<file path="src/rtl/magnitude_comparator_seq.sv">
// rtl/magnitude_comparator_seq.sv - chunk-serial magnitude comparator, MSB slice first (optional CMP_SIGNED_EN)
module magnitude_comparator_seq #(
  parameter int WIDTH = 16,
  parameter int CHUNK = 4
) (
  input  logic             clk,
  input  logic             rst,
  input  logic             start,
  input  logic [WIDTH-1:0] a,
  input  logic [WIDTH-1:0] b,
`ifdef CMP_SIGNED_EN
  input  logic             signed_mode,
`endif
  output logic             busy,
  output logic             done,
  output logic             a_gt_b,
  output logic             a_lt_b,
  output logic             a_eq_b
);

  localparam int NCHUNK = WIDTH / CHUNK;
  localparam int IDXW   = (NCHUNK > 1) ? $clog2(NCHUNK) : 1;
  localparam logic [IDXW-1:0] LAST_IDX = IDXW'(NCHUNK - 1);

  typedef enum logic [1:0] {
    IDLE    = 2'd0,
    COMPARE = 2'd1,
    DONE    = 2'd2
  } state_t;

  state_t state, next_state;

  // Captured operands are shifted left one slice per equal compare, so the
  // slice under test always sits in the top CHUNK bits.
  logic [WIDTH-1:0] a_q, b_q;
  logic [WIDTH-1:0] a_cap, b_cap;
  logic [IDXW-1:0]  idx;
  logic [CHUNK-1:0] slice_a, slice_b;
  logic             last_slice;
  logic             load, step, finish_ne, finish_eq;

  assign slice_a    = a_q[WIDTH-1 -: CHUNK];
  assign slice_b    = b_q[WIDTH-1 -: CHUNK];
  assign last_slice = (idx == LAST_IDX);

  // Operand conditioning at capture: flipping the sign bit maps two's-complement
  // order onto unsigned order, so the slice compare stays unsigned.
  always_comb begin
    a_cap = a;
    b_cap = b;
`ifdef CMP_SIGNED_EN
    if (signed_mode) begin
      a_cap[WIDTH-1] = ~a[WIDTH-1];
      b_cap[WIDTH-1] = ~b[WIDTH-1];
    end
`endif
  end

  // FSM state register.
  always_ff @(posedge clk or posedge rst) begin
    if (rst) begin
      state <= IDLE;
    end else begin
      state <= next_state;
    end
  end

  // Next-state decode, datapath controls and status outputs.
  always_comb begin
    next_state = state;
    load       = 1'b0;
    step       = 1'b0;
    finish_ne  = 1'b0;
    finish_eq  = 1'b0;
    busy       = 1'b0;
    done       = 1'b0;
    case (state)
      IDLE: begin
        if (start) begin
          load       = 1'b1;
          next_state = COMPARE;
        end
      end
      COMPARE: begin
        busy = 1'b1;
        if (slice_a != slice_b) begin
          finish_ne  = 1'b1;
          next_state = DONE;
        end else if (last_slice) begin
          finish_eq  = 1'b1;
          next_state = DONE;
        end else begin
          step = 1'b1;
        end
      end
      DONE: begin
        done = 1'b1;
        if (start) begin
          load       = 1'b1;
          next_state = COMPARE;
        end else begin
          next_state = IDLE;
        end
      end
      default: begin
        next_state = IDLE;
      end
    endcase
  end

  // Operand capture, slice walk and result flag update.
  always_ff @(posedge clk or posedge rst) begin
    if (rst) begin
      a_q    <= '0;
      b_q    <= '0;
      idx    <= '0;
      a_gt_b <= 1'b0;
      a_lt_b <= 1'b0;
      a_eq_b <= 1'b0;
    end else begin
      if (load) begin
        a_q <= a_cap;
        b_q <= b_cap;
        idx <= '0;
      end else if (step) begin
        a_q <= a_q << CHUNK;
        b_q <= b_q << CHUNK;
        idx <= idx + 1'b1;
      end
      if (finish_ne) begin
        a_gt_b <= (slice_a > slice_b);
        a_lt_b <= (slice_a < slice_b);
        a_eq_b <= 1'b0;
      end else if (finish_eq) begin
        a_gt_b <= 1'b0;
        a_lt_b <= 1'b0;
        a_eq_b <= 1'b1;
      end
    end
  end

endmodule

</file>
<file path="config.mk">
export PLATFORM = sky130hd
export DESIGN_NAME = magnitude_comparator_seq
export DESIGN_NICKNAME = d
export VERILOG_FILES = /design/src/rtl/magnitude_comparator_seq.sv
export SDC_FILE = /design/constraint.sdc
export NUM_CORES = 1
export LEC_CHECK = 0
export ABC_AREA = 1
export BUFFER_PORTS_ARGS = -buffer_cell sky130_fd_sc_hd__clkbuf_2
export CAP_MARGIN = 20
export CORE_MARGIN = 4
export CORE_UTILIZATION = 54
export CTS_CLUSTER_SIZE = 25
export DETAILED_ROUTE_END_ITERATION = 6
export PLACE_DENSITY = 0.83
export REMOVE_ABC_BUFFERS = 1
export SYNTH_ARGS = -nofsm -noshare
export SYNTH_HDL_FRONTEND = slang
export SYNTH_SLANG_ARGS = --single-unit
</file>
<file path="constraint.sdc">
create_clock -name clk -period 1.67 [get_ports clk]
set_input_delay 0.167 -clock clk [delete_from_list [all_inputs] [get_ports clk]]
set_output_delay 0.167 -clock clk [all_outputs]
set_load 0.05 [all_outputs]
</file>
Word level (Yosys, flattened, before mapping). Index checks and enable logic that the tools add are counted.

Register bits: 39. Input port bits: 35. Output and inout port bits: 5.

$add $sub $neg: 1. Order comparisons: 2. Equality and inequality tests: 6. Muxes and demuxes: 28. Reduce and logical (&&, ||, !) cells: 5.

Operators with widths (number): $mux 16 (4); $mux 1 (18); $mux 2 (5); $pmux 2 s3 (1); $eq 2x2->1 const B (2); $gt 4x4->1 (1); $lt 4x4->1 (1); $ne 4x4->1 (1); $reduce_bool 2->1 (2); $ne 3x3->1 const B (1); $add 2x1->2 const B (1); $eq 2x1->1 const B (1); $logic_not 2->1 (1); $ne 2x2->1 const B (1); $reduce_and 2->1 (1); $reduce_or 2->1 (1).

Depth between registers and ports, before layout.
Depth in word-level cells: 6. Mapped depth: 9.

Worst setup path before layout. OpenSTA, ideal clock, no wires.

Path type: reg-to-reg. Start: register a_q[15]. End: register a_q[10]. Data arrival time: 1.308 ns. Setup slack: 0.245 ns. Cell stages (with the launch flop): 8. Period minus slack after synthesis: 1.425 ns. Cells stage by stage: dfrtp_1 ha_1 nand2_1 nor2_4 nand3_4 buf_2 nand3_1 nand2_1.

Cells in the longest elaborated chain, start to end: 4.

RTL lines: start: declaration (line 35) `logic [WIDTH-1:0] a_q, b_q;`; start signal: assignment (line 122) `a_q <= a_cap;`; start signal: assignment (line 126) `a_q <= a_q << CHUNK;`; $ne 4x4->1 (line 86) `if (slice_a != slice_b) begin`; $mux 1 (line 86); $mux 1 (line 77) `case (state)`; $reduce_bool 2->1 (no source line).

Every way passes these cells. A chain may end at the register's enable or synchronous reset.

Worst setup path in the final report.
Start: register a_q[13]. End: register a_q[14].

Same word-level chain as after synthesis.

==> impl_metrics.env <==
export IMPL_ir_worst_vdd_mv=0.859
export IMPL_num_rows=21
export IMPL_syn_area_cell_um2=7.44
export IMPL_nets=349
export IMPL_worst_endpoint_required_ps=1850
export IMPL_critPathMaxStageDelay_ps=390
export IMPL_maxCapViolCount=0
export IMPL_cts_tree="built"
export IMPL_critical_path_cell_by_cell="ha_1 -> nand2_1 -> nor2_4 -> nand3_4 -> buf_12 -> nand3_1 -> nand2_1"
export IMPL_postRouteAntennaNets=0
export IMPL_timing_critical_path_arrival_ps=1740
export IMPL_routed_top_layer="met4"
export IMPL_crit_reg2reg_launch="a_q[13]$_DFFE_PP0P_"
export IMPL_critPathLaunchType="flop"
export IMPL_layout_commonest_cell="sky130_fd_sc_hd__nand2_1"
export IMPL_cp_max_fo=15
export IMPL_final_max_slew_viol_count=0
export IMPL_io_buffer_count=39
export IMPL_final_cells=356
export IMPL_post_route_drc_count=0
export IMPL_layout_area_growth_over_synthesis_pct=20.8
export IMPL_sum_of_internal_switching_and_leakage_power_uw=4350
export IMPL_post_synth_num_cell_types=17
export IMPL_post_place_cells=346
export IMPL_post_synth_top_area_cell="sky130_fd_sc_hd__dfrtp_1"
export IMPL_critPathMostFrequentCell="sky130_fd_sc_hd__nand2_1"
export IMPL_met3_wirelength_um=213
export IMPL_path_clk_slew_ps=80
export IMPL_timing_slew_headroom_pct=67.6
export IMPL_setup_viol=0
export IMPL_core_area_um2=3470
export IMPL_cp_slowest_cell="sky130_fd_sc_hd__dfrtp_1"
export IMPL_grt_pass1_wl_um=7030
export IMPL_place_detailed_hpwl_um=2580
export IMPL_fp_dieW_um=69
export IMPL_drive_gt1_share_pct=18.7
export IMPL_synthesis_area_um2=2010
export IMPL_p_leak_uw=0.00144
export IMPL_drt_pass1_iterations=4
export IMPL_reg2reg_setup_slack_ps=110
export IMPL_type_of_destination_of_the_critical_path="flop"
export IMPL_insertion_delay_ps=290
export IMPL_hold_violations=0
export IMPL_n_antenna_cell=0
export IMPL_timing_setup_tns_ps=0
export IMPL_hold_worst_slack_ps=65.1
export IMPL_place_congestion=0.801
export IMPL_achievable_frequency_mhz=639
export IMPL_grt_start_max_net_pins=60
export IMPL_number_of_vias_in_the_routed_layout=1736
export IMPL_dieArea_um2=4760
export IMPL_period_utilisation_layout_pct=93.6
export IMPL_clock_skew_final_ps=10.3
export IMPL_synth_yosys_warnings=0
export IMPL_rr_endpoint="a_q[14]$_DFFE_PP0P_"
export IMPL_boundaryPins=40
export IMPL_cp_endpoint="a_q[14]$_DFFE_PP0P_"
export IMPL_post_drt_via_cell_ratio=4.88
export IMPL_grt_total_usage_pct=17.9
export IMPL_wl_per_cell_um=10.8
export IMPL_yosys_top_cell_area_share_pct=48.6
export IMPL_wl_met2_um=1900
export IMPL_initial_utilization_pct=57.9
export IMPL_startpoint="a_q[13]$_DFFE_PP0P_"
export IMPL_cts_path_max_buffers=2
export IMPL_fraction_of_the_yosys_area_taken_by_sequential_cells_pct=48.6
export IMPL_timing_worst_setup_path_type="reg2reg"
export IMPL_netlist_instances=270
export IMPL_run_status="finished, final reports clean"
export IMPL_cts_htree_levels=2
export IMPL_grt_antenna_before_repair=0
export IMPL_fillCellCount=313
export IMPL_clkSinkCount=39
export IMPL_most_frequent_cells_in_the_layout="sky130_fd_sc_hd__nand2_1, sky130_fd_sc_hd__dfrtp_1, sky130_fd_sc_hd__clkbuf_2"
export IMPL_critical_path_top_delay_family="simple AND/OR/NAND/NOR gates"
export IMPL_wirelength_met1_um=1680
export IMPL_timing_worst_slew_pin_value_ps=487
export IMPL_ctsRootBufferMaster="sky130_fd_sc_hd__clkbuf_8"
export IMPL_postSynthRegisterBits=39
export IMPL_cp_num_buf_inv=1
export IMPL_hold_path_class="in2reg"
export IMPL_chipHeight_um=69
export IMPL_number_of_global_route_vias_before_repair=1633
export IMPL_tritoncts_num_buffers=5
export IMPL_globalRouteOverflowTotal=0
export IMPL_drt_iter0_markers=92
export IMPL_timing_reg2reg_worst_path_depth=7
export IMPL_period_needed_ps=1560
export IMPL_worstSetupPathDepth=7
export IMPL_power_density_nw_per_um2=1790
export IMPL_final_wirelength_um=3830
export IMPL_synth_top_cells_by_area="sky130_fd_sc_hd__dfrtp_1, sky130_fd_sc_hd__nand2_1, sky130_fd_sc_hd__nand3_1"
-- how the worst min path moves through the flow --
stage	to	from	cells after the start	slack, ps
final	b_q[0]$_DFFE_PP0P_	b[0]	3	70
after global routing	b_q[0]$_DFFE_PP0P_	b[0]	3	70
after CTS	b_q[0]$_DFFE_PP0P_	b[0]	3	60
after detailed placement	a_lt_b$_DFFE_PP0P_	rst	3	290
after global placement	a_q[13]$_DFFE_PP0P_	rst	3	290
after floorplan	a_q[0]$_DFFE_PP0P_	a[0]	2	280
-- synthesized netlist by cell type, drive strengths merged --
| cell | instances |
|---|---|
| nand3 | 36 |
| inv | 16 |
| clkbuf | 2 |
| a21oi | 2 |
| o21bai | 1 |
| nor2 | 4 |
| ha | 5 |
| nand2 | 153 |
| buf | 12 |
| dfrtp | 39 |
-- worst register-to-register path, stage by stage, from the launching register on --
cell                      delay (ps)
sky130_fd_sc_hd__dfrtp_1         390
sky130_fd_sc_hd__ha_1            310
sky130_fd_sc_hd__nand2_1         100
sky130_fd_sc_hd__nor2_4          160
sky130_fd_sc_hd__nand3_4         160
sky130_fd_sc_hd__buf_12          190
sky130_fd_sc_hd__nand3_1          80
sky130_fd_sc_hd__nand2_1          60
-- metal layers --
layer	vias to the layer above	GRT usage [%]
li1	912	-
met1	777	22.5
met2	43	29.2
met3	4	5.52
met4	0	5.86
met5	-	0
-- area by class of cell --
class                           instances  area (µm²)  share of cell area [%]
Clock buffer                            6        72.6                    2.99
Timing Repair Buffer                   46         300                    12.4
Multi-Input combinational cell        201         901                    37.1
Clock inverter                          2        60.1                    2.47
Tap cell                               46        57.6                    2.37
Inverter                               16        60.1                    2.47
Sequential cell                        39         976                    40.2
-- sequential cells by signal (all words and copies together), names as in the netlist --
name    count
a_eq_b      1
a_gt_b      1
idx         2
a_q        16
state       2
a_lt_b      1
b_q        16
-- kinds of logic after synthesis --
family / synth area share, %
compound gates: 0.872
fa+ha+maj: 3.11
buf+inv: 7.04
flops: 48.6
simple gates: 40.4
-- what timing repair did --
item | CTS | global route
buffers inserted | 0 | 1
gates resized for setup | 0 | 1
endpoints found under the setup margin | 0 | 23
hold buffers | 1 | 0
endpoints found under the hold margin | 39 | 0
-- stage by stage --
step,area (µm²),util (%),worst slack (ps)
3_3_place_gp,2270,65.4,159
5_1_grt,2430,70.0,-0.323
6_report,2430,70.0,106
4_1_cts,2410,69.5,37.5
3_5_place_dp,2270,65.4,76.2
2_1_floorplan,1930,-,58.9
-- power breakdown --
group	leakage [µW]	internal, µW	switching [µW]	total, µW
logic	0.000881	677	1180	1860
registers	0.000496	1350	212	1570
clock network	0.0000654	597	326	923
total	0.00144	2630	1720	4350
No activity file was read; power rests on OpenSTA's default activity.
